[src/rtl/hazard_controller_if.sv]
// hazard_controller_if: ID-stage operands, EX/MEM status and pipeline controls for the hazard controller
//   slave  (controller): consumes ID/EX/MEM status, drives stall/flush/forward controls and counters
//   master (pipeline)  : drives ID/EX/MEM status, consumes the controls
interface hazard_controller_if #(parameter int XLEN_CNT = 16);
  logic                id_valid;
  logic [4:0]          id_rs1;
  logic [4:0]          id_rs2;
  logic                id_use_rs1;
  logic                id_use_rs2;
  logic [4:0]          id_rd;
  logic                id_reg_write;
  logic                id_mem_read;
  logic                ex_branch_taken;
  logic                dmem_busy;
  logic                pc_write_en;
  logic                ifid_write_en;
  logic                ifid_flush;
  logic                idex_bubble;
  logic [1:0]          fwd_a;
  logic [1:0]          fwd_b;
  logic [1:0]          ctrl_state;
  logic [XLEN_CNT-1:0] stall_cycles;
  logic [XLEN_CNT-1:0] flush_count;
  modport slave (
    input  id_valid, id_rs1, id_rs2, id_use_rs1, id_use_rs2, id_rd, id_reg_write, id_mem_read,
    input  ex_branch_taken, dmem_busy,
    output pc_write_en, ifid_write_en, ifid_flush, idex_bubble, fwd_a, fwd_b, ctrl_state,
    output stall_cycles, flush_count
  );
  modport master (
    output id_valid, id_rs1, id_rs2, id_use_rs1, id_use_rs2, id_rd, id_reg_write, id_mem_read,
    output ex_branch_taken, dmem_busy,
    input  pc_write_en, ifid_write_en, ifid_flush, idex_bubble, fwd_a, fwd_b, ctrl_state,
    input  stall_cycles, flush_count
  );
endinterface

[src/rtl/hazard_controller.sv]
// hazard_controller: 5-stage pipeline hazard unit (load-use stall, branch flush, dmem wait, forwarding)
//   clk   : rising-edge clock
//   rst_n : asynchronous active-low reset
//   hc    : slave modport carrying ID/EX/MEM status in and pipeline controls, forward selects,
//           action state and saturating stall/flush counters out
module hazard_controller #(parameter int XLEN_CNT = 16) (
  input logic               clk,
  input logic               rst_n,
  hazard_controller_if.slave hc
);
  localparam logic [1:0] S_RUN = 2'b00, S_STALL = 2'b01, S_FLUSH = 2'b10, S_WAIT = 2'b11;
  typedef struct packed {
    logic       v;
    logic [4:0] rd;
    logic       rw;
    logic       mr;
  } ent_t;
  // r_sb[0]=EX, r_sb[1]=MEM, r_sb[2]=WB
  ent_t                r_sb [3];
  logic [1:0]          r_state, w_next;
  logic [1:0]          r_fa, r_fb, w_fa, w_fb;
  logic [XLEN_CNT-1:0] r_sc, r_fc;
  logic                w_src1, w_src2, w_lu;
  // A producer matches a source when it writes a nonzero rd equal to that live source index
  function automatic logic hit(input ent_t e, input logic [4:0] r, input logic s);
    return e.v & e.rw & (e.rd != 5'd0) & s & (e.rd == r);
  endfunction
  assign w_src1 = hc.id_valid & hc.id_use_rs1 & (hc.id_rs1 != 5'd0);
  assign w_src2 = hc.id_valid & hc.id_use_rs2 & (hc.id_rs2 != 5'd0);
  assign w_lu   = r_sb[0].mr & (hit(r_sb[0], hc.id_rs1, w_src1) | hit(r_sb[0], hc.id_rs2, w_src2));
  assign w_fa   = hit(r_sb[0], hc.id_rs1, w_src1) ? 2'b10 : hit(r_sb[1], hc.id_rs1, w_src1) ? 2'b01 : 2'b00;
  assign w_fb   = hit(r_sb[0], hc.id_rs2, w_src2) ? 2'b10 : hit(r_sb[1], hc.id_rs2, w_src2) ? 2'b01 : 2'b00;
  always_ff @(posedge clk or negedge rst_n)
    if (!rst_n) r_state <= S_RUN;
    else        r_state <= w_next;
  // A branch seen during a dmem wait is dropped; the datapath re-presents it afterwards
  always_comb
    w_next = hc.dmem_busy ? S_WAIT : (hc.ex_branch_taken & r_sb[0].v) ? S_FLUSH : w_lu ? S_STALL : S_RUN;
  always_comb begin
    hc.pc_write_en   = (w_next == S_RUN) | (w_next == S_FLUSH);
    hc.ifid_write_en = (w_next == S_RUN) | (w_next == S_FLUSH);
    hc.ifid_flush    = (w_next == S_FLUSH);
    hc.idex_bubble   = (w_next == S_STALL) | (w_next == S_FLUSH);
  end
  always_ff @(posedge clk or negedge rst_n)
    if (!rst_n) begin
      r_sb[0] <= '0;
      r_sb[1] <= '0;
      r_sb[2] <= '0;
      r_fa    <= 2'b00;
      r_fb    <= 2'b00;
      r_sc    <= '0;
      r_fc    <= '0;
    end else begin
      if (w_next != S_WAIT) begin
        r_sb[2] <= r_sb[1];
        r_sb[1] <= r_sb[0];
        r_sb[0] <= (w_next == S_RUN && hc.id_valid) ? {1'b1, hc.id_rd, hc.id_reg_write, hc.id_mem_read} : '0;
        r_fa    <= (w_next == S_RUN) ? w_fa : 2'b00;
        r_fb    <= (w_next == S_RUN) ? w_fb : 2'b00;
      end
      if ((w_next == S_STALL || w_next == S_WAIT) && !(&r_sc)) r_sc <= r_sc + 1'b1;
      if (w_next == S_FLUSH && !(&r_fc)) r_fc <= r_fc + 1'b1;
    end
  assign hc.fwd_a        = r_fa;
  assign hc.fwd_b        = r_fb;
  assign hc.ctrl_state   = r_state;
  assign hc.stall_cycles = r_sc;
  assign hc.flush_count  = r_fc;
endmodule

[src/flat_wrapper.sv]
// flat-port wrapper written by rule: the top's interface ports become plain ports
module hazard_controller_flat 
#(parameter int XLEN_CNT = 16)
  (clk, rst_n, hc_id_valid, hc_id_rs1, hc_id_rs2, hc_id_use_rs1, hc_id_use_rs2, hc_id_rd, hc_id_reg_write, hc_id_mem_read, hc_ex_branch_taken, hc_dmem_busy, hc_pc_write_en, hc_ifid_write_en, hc_ifid_flush, hc_idex_bubble, hc_fwd_a, hc_fwd_b, hc_ctrl_state, hc_stall_cycles, hc_flush_count);
  hazard_controller_if #(.XLEN_CNT(XLEN_CNT)) hc_i ();
  input logic clk;
  input logic rst_n;
  input wire logic [$bits(hc_i.id_valid)-1:0] hc_id_valid;
  input wire logic [$bits(hc_i.id_rs1)-1:0] hc_id_rs1;
  input wire logic [$bits(hc_i.id_rs2)-1:0] hc_id_rs2;
  input wire logic [$bits(hc_i.id_use_rs1)-1:0] hc_id_use_rs1;
  input wire logic [$bits(hc_i.id_use_rs2)-1:0] hc_id_use_rs2;
  input wire logic [$bits(hc_i.id_rd)-1:0] hc_id_rd;
  input wire logic [$bits(hc_i.id_reg_write)-1:0] hc_id_reg_write;
  input wire logic [$bits(hc_i.id_mem_read)-1:0] hc_id_mem_read;
  input wire logic [$bits(hc_i.ex_branch_taken)-1:0] hc_ex_branch_taken;
  input wire logic [$bits(hc_i.dmem_busy)-1:0] hc_dmem_busy;
  output wire logic [$bits(hc_i.pc_write_en)-1:0] hc_pc_write_en;
  output wire logic [$bits(hc_i.ifid_write_en)-1:0] hc_ifid_write_en;
  output wire logic [$bits(hc_i.ifid_flush)-1:0] hc_ifid_flush;
  output wire logic [$bits(hc_i.idex_bubble)-1:0] hc_idex_bubble;
  output wire logic [$bits(hc_i.fwd_a)-1:0] hc_fwd_a;
  output wire logic [$bits(hc_i.fwd_b)-1:0] hc_fwd_b;
  output wire logic [$bits(hc_i.ctrl_state)-1:0] hc_ctrl_state;
  output wire logic [$bits(hc_i.stall_cycles)-1:0] hc_stall_cycles;
  output wire logic [$bits(hc_i.flush_count)-1:0] hc_flush_count;
  assign hc_i.id_valid = hc_id_valid;
  assign hc_i.id_rs1 = hc_id_rs1;
  assign hc_i.id_rs2 = hc_id_rs2;
  assign hc_i.id_use_rs1 = hc_id_use_rs1;
  assign hc_i.id_use_rs2 = hc_id_use_rs2;
  assign hc_i.id_rd = hc_id_rd;
  assign hc_i.id_reg_write = hc_id_reg_write;
  assign hc_i.id_mem_read = hc_id_mem_read;
  assign hc_i.ex_branch_taken = hc_ex_branch_taken;
  assign hc_i.dmem_busy = hc_dmem_busy;
  assign hc_pc_write_en = hc_i.pc_write_en;
  assign hc_ifid_write_en = hc_i.ifid_write_en;
  assign hc_ifid_flush = hc_i.ifid_flush;
  assign hc_idex_bubble = hc_i.idex_bubble;
  assign hc_fwd_a = hc_i.fwd_a;
  assign hc_fwd_b = hc_i.fwd_b;
  assign hc_ctrl_state = hc_i.ctrl_state;
  assign hc_stall_cycles = hc_i.stall_cycles;
  assign hc_flush_count = hc_i.flush_count;
  hazard_controller #(.XLEN_CNT(XLEN_CNT)) u_core (.clk(clk), .rst_n(rst_n), .hc(hc_i));
endmodule
[config.mk]
export PLATFORM = sky130hd
export DESIGN_NAME = hazard_controller_flat
export DESIGN_NICKNAME = d
export VERILOG_FILES = /design/src/rtl/hazard_controller_if.sv /design/src/rtl/hazard_controller.sv /design/src/flat_wrapper.sv
export SDC_FILE = /design/constraint.sdc
export NUM_CORES = 1
export LEC_CHECK = 0
export CAP_MARGIN = 20
export CORE_MARGIN = 10
export CORE_UTILIZATION = 40
export CTS_BUF_LIST = sky130_fd_sc_hd__clkbuf_8
export CTS_CLUSTER_SIZE = 30
export DETAILED_ROUTE_END_ITERATION = 7
export PLACE_DENSITY = 0.64
export SYNTH_ARGS = -nofsm -noshare
export SYNTH_HDL_FRONTEND = slang
export SYNTH_SLANG_ARGS = --single-unit
export TNS_END_PERCENT = 5
[constraint.sdc]
create_clock -name clk -period 9.15 [get_ports clk]
set_input_delay 1.3725 -clock clk [delete_from_list [all_inputs] [get_ports clk]]
set_output_delay 1.3725 -clock clk [all_outputs]
set_load 0.03 [all_outputs]
==> metrics.txt <==
# TYPE chip_impl_metric gauge
chip_impl_info{name="outcome",value="finished, final reports clean"} 1
chip_impl_metric{name="num_rows",unit=""} 29
chip_impl_metric{name="synth_xor_area_frac",unit=""} 0.155
chip_impl_metric{name="numCtsBuffers",unit=""} 5
chip_impl_metric{name="finalClockSkew",unit="ns"} 0.00992
chip_impl_metric{name="io_buffers",unit=""} 65
chip_impl_metric{name="post_cts.resized_instances",unit=""} 0
chip_impl_info{name="cts_tree",value="yes"} 1
chip_impl_info{name="dominantRegCellSynth",value="sky130_fd_sc_hd__dfrtp_1"} 1
chip_impl_metric{name="worstMarginPinSlew",unit="ns"} 0.919
chip_impl_metric{name="synthesis.area",unit="mm^2"} 0.00272
chip_impl_metric{name="grt_pass1_wl",unit="mm"} 10.4
chip_impl_info{name="routing_layer_with_the_top_usage_in_global_route",value="met2"} 1
chip_impl_metric{name="count_of_flip_flops_with_a_built_in_enable_after_synthesis",unit=""} 0
chip_impl_metric{name="setup-violations-final",unit=""} 0
chip_impl_metric{name="antennaDiodeCount",unit=""} 0
chip_impl_metric{name="clkLatencyLatePin",unit="ns"} 0.31
chip_impl_metric{name="asyncSetResetFlopFracSynth",unit=""} 1.00
chip_impl_metric{name="slew_headroom",unit=""} 0.387
chip_impl_info{name="layout_commonest_cell",value="sky130_fd_sc_hd__clkdlybuf4s50_1"} 1
chip_impl_metric{name="post-synth-top-area-fraction",unit=""} 0.488
chip_impl_info{name="unrepaired_setup_endpoints_after_global_routing",value="no"} 1
chip_impl_info{name="start_kind",value="input pin"} 1
chip_impl_info{name="cts_root_buf",value="sky130_fd_sc_hd__clkbuf_8"} 1
chip_impl_metric{name="syn_to_final_growth",unit="%"} 28.6
chip_impl_metric{name="synth_simple_gate_area_frac",unit=""} 0.206
chip_impl_metric{name="place.gp.congestion",unit=""} 0.871
chip_impl_metric{name="clock_path_buffers",unit=""} 2
chip_impl_metric{name="hold_violations",unit=""} 0
chip_impl_metric{name="synthesized_area_fraction_occupied_by_ao_oa_aoi_and_oai_cells",unit=""} 0.0590
chip_impl_info{name="min-delay-path-class",value="reg2reg"} 1
chip_impl_metric{name="finalMaxSlewViolations",unit=""} 0
chip_impl_metric{name="cts_hold_buf",unit=""} 0
chip_impl_metric{name="floorplan.die.height",unit="um"} 102
chip_impl_metric{name="synthMuxAreaShare",unit=""} 0.0415
chip_impl_metric{name="dpl.hpwl",unit="mm"} 4.81
chip_impl_info{name="synth_top_family_by_area",value="simple AND/OR/NAND/NOR gates"} 1
chip_impl_metric{name="worst-path-max-fanout",unit=""} 18
chip_impl_info{name="synth_area_leaders",value="sky130_fd_sc_hd__dfrtp_1 (49%), sky130_fd_sc_hd__xnor2_1 (13%), sky130_fd_sc_hd__nand2_1 (4.3%)"} 1
chip_impl_metric{name="h-tree-depth",unit=""} 2
chip_impl_metric{name="post_syn_nets",unit=""} 277
chip_impl_metric{name="die_area",unit="mm^2"} 0.0105
chip_impl_metric{name="number_of_antenna_violations_at_the_first_check_in_global_routing",unit=""} 0
chip_impl_metric{name="synthesis.instances",unit=""} 248
chip_impl_metric{name="groute.usage.overall",unit=""} 0.122
chip_impl_metric{name="die_w",unit="um"} 102
chip_impl_metric{name="timing.final.crit_share",unit=""} 0.655
chip_impl_metric{name="drtPass1Iterations",unit=""} 4
chip_impl_metric{name="globalRouteMet2Util",unit=""} 0.196
chip_impl_metric{name="finish.utilization",unit=""} 0.541
chip_impl_metric{name="post_synth_num_cell_types",unit=""} 43
chip_impl_metric{name="worst_path_arrival",unit="ns"} 4.62
chip_impl_metric{name="routed_wl",unit="mm"} 6.22
chip_impl_metric{name="cts_setup_buffers",unit=""} 0
chip_impl_metric{name="syn_area_per_cell",unit="um^2"} 10.9
chip_impl_metric{name="ys_seq_area_frac",unit=""} 0.488
chip_impl_metric{name="tritoncts_num_sinks",unit=""} 53
chip_impl_metric{name="drt-vias-per-instance",unit=""} 5.08
chip_impl_metric{name="grt_pass1_vias",unit=""} 2090
chip_impl_metric{name="dr.first_iter.drc_count",unit=""} 38
chip_impl_metric{name="finalSetupTns",unit="ns"} 0
chip_impl_metric{name="worst_ir_drop_vdd",unit="mV"} 0.147
chip_impl_metric{name="largest_net_degree_at_the_start_of_global_routing",unit=""} 54
chip_impl_metric{name="power_per_cell_area",unit="mW/mm^2"} 179
chip_impl_metric{name="nets",unit=""} 341
chip_impl_metric{name="post-route-min-period",unit="ns"} 6.00
chip_impl_metric{name="dr_total_vias",unit=""} 1980
chip_impl_metric{name="worstPathRequired",unit="ns"} 7.78
chip_impl_metric{name="max_freq",unit="GHz"} 0.167
chip_impl_metric{name="clock_slew_at_the_register_clock_pins_of_the_worst_setup_and_hold_paths",unit="ns"} 0.10
chip_impl_info{name="layout.cells.most_common_list",value="sky130_fd_sc_hd__clkdlybuf4s50_1 (64), sky130_fd_sc_hd__dfrtp_1 (53), sky130_fd_sc_hd__xnor2_1 (39)"} 1
chip_impl_metric{name="use_met1",unit=""} 0.152
chip_impl_info{name="cp-end-kind",value="output port"} 1
chip_impl_metric{name="drive_gt1_frac",unit=""} 0.0990
chip_impl_metric{name="route.antenna.remaining_nets",unit=""} 0
chip_impl_info{name="setup.worst_path.class",value="in2out"} 1
chip_impl_metric{name="yosys.area_share.adder",unit=""} 0.0230
chip_impl_metric{name="route.detailed.drc",unit=""} 0
chip_impl_metric{name="top_level_ports",unit=""} 66
chip_impl_metric{name="synth-seq-cells",unit=""} 53
chip_impl_metric{name="initial_utilization",unit=""} 0.420
chip_impl_metric{name="routed_wire_length_per_instance",unit="um"} 16.0
chip_impl_metric{name="grt_overflow",unit=""} 0
chip_impl_metric{name="total_leakage_power",unit="nW"} 1.43
chip_impl_metric{name="core",unit="mm^2"} 0.00646
chip_impl_info{name="synthDominantAreaCellType",value="sky130_fd_sc_hd__dfrtp_1"} 1
chip_impl_metric{name="yosysWarnings",unit=""} 0
chip_impl_metric{name="met3_track_demand_over_resource",unit=""} 0.0459
chip_impl_metric{name="total_of_max_cap_violations",unit=""} 0
==> per-layer routing <==
metal | part of all wire | wire [um]
met1 | 0.45 | 2800
met2 | 0.46 | 2880
met3 | 0.078 | 486
met4 | 0.0092 | 57
met5 | 0 | 0
==> power by group <==
group          internal, W  switching [W]
Combinational    0.0000900       0.000105
Sequential        0.000263      0.0000351
Clock            0.0000544      0.0000784
==> worst paths after layout <==
path	end	slack, ns	startpoint	cells past startpoint
setup / recovery	hc_ifid_flush	3.15	hc_id_rs1[0]	8
hold / removal	u_core.hc.stall_cycles[10]$_DFFE_PN0P_	0.49	u_core.hc.stall_cycles[10]$_DFFE_PN0P_	1
setup reg to reg	u_core.hc.fwd_a[0]$_DFFE_PN0P_	5.33	u_core.r_sb[18]$_DFFE_PN0P_	8
hold reg to reg	u_core.hc.stall_cycles[10]$_DFFE_PN0P_	0.49	u_core.hc.stall_cycles[10]$_DFFE_PN0P_	1
max in group asynchronous	u_core.r_sb[11]$_DFFE_PN0P_	7.51	rst_n	2
min in group asynchronous	u_core.hc.stall_cycles[6]$_DFFE_PN0P_	1.17	rst_n	2
==> Yosys cell counts (2+ instances only) <==
cell	instances
sky130_fd_sc_hd__o41ai_1	3
sky130_fd_sc_hd__mux2_2	8
sky130_fd_sc_hd__o21ai_0	7
sky130_fd_sc_hd__clkbuf_1	5
sky130_fd_sc_hd__inv_1	3
sky130_fd_sc_hd__nor2b_1	3
sky130_fd_sc_hd__o211ai_1	2
sky130_fd_sc_hd__or4_1	4
sky130_fd_sc_hd__nand4_1	6
sky130_fd_sc_hd__xnor2_1	39
sky130_fd_sc_hd__nor2_1	6
sky130_fd_sc_hd__and3_1	9
sky130_fd_sc_hd__nand3_1	17
sky130_fd_sc_hd__nand3_2	7
sky130_fd_sc_hd__nand2_1	31
sky130_fd_sc_hd__and2_1	3
sky130_fd_sc_hd__mux2_1	2
sky130_fd_sc_hd__dfrtp_1	53
sky130_fd_sc_hd__ha_1	5
sky130_fd_sc_hd__xor2_1	9
sky130_fd_sc_hd__nor3_1	4
==> worst max-delay path: stages <==
cell	delay, ns
sky130_fd_sc_hd__clkdlybuf4s50_1	0.47
sky130_fd_sc_hd__or4_1	0.53
sky130_fd_sc_hd__o211ai_1	0.25
sky130_fd_sc_hd__nor4_2	0.09
sky130_fd_sc_hd__a221o_1	0.68
sky130_fd_sc_hd__inv_1	0.24
sky130_fd_sc_hd__ha_1	0.27
sky130_fd_sc_hd__clkdlybuf4s50_1	0.71
==> logic make-up (layout without fill, tap and decap cells) <==
| logic type | count (synthesis) | in the layout |
|---|---|---|
| compound gates | 21 | 21 |
| xor+xnor | 48 | 48 |
| fa+ha+maj | 5 | 5 |
| buf+inv | 12 | 77 |
| flops | 53 | 53 |
| mux | 10 | 10 |
| simple gates | 99 | 99 |
==> stage by stage <==
step                      total power [W]  setup WS [ns]  cells  instance area, um^2  hold slack (ns)
final                            0.000626           3.15    390                 3490            0.495
after global routing             0.000664           2.99    390                 3490            0.517
after CTS                        0.000637           3.15    390                 3490            0.499
after detailed placement         0.000501           3.17    382                 3400            0.484
after global placement           0.000499           3.21    382                 3400            0.475
after floorplan                  0.000411           4.29    248                 2720            0.444
==> cell type report <==
class,count,area [um^2]
clock buffers,5,68.8
clock inverters,3,21.3
fillers,607,2970
inverters,3,11.3
multi-input cells,183,1320
flip-flops and latches,53,1330
well taps,77,96.3
repair buffers,66,653
==> registers in the layout, indices dropped and copies added (netlist names) <==
| register | count |
|---|---|
| u_core.hc.fwd_b | 2 |
| u_core.hc.ctrl_state | 2 |
| u_core.hc.flush_count | 16 |
| u_core.hc.stall_cycles | 16 |
| u_core.r_sb | 15 |
| u_core.hc.fwd_a | 2 |
No activity file was read; power rests on OpenSTA's default activity.
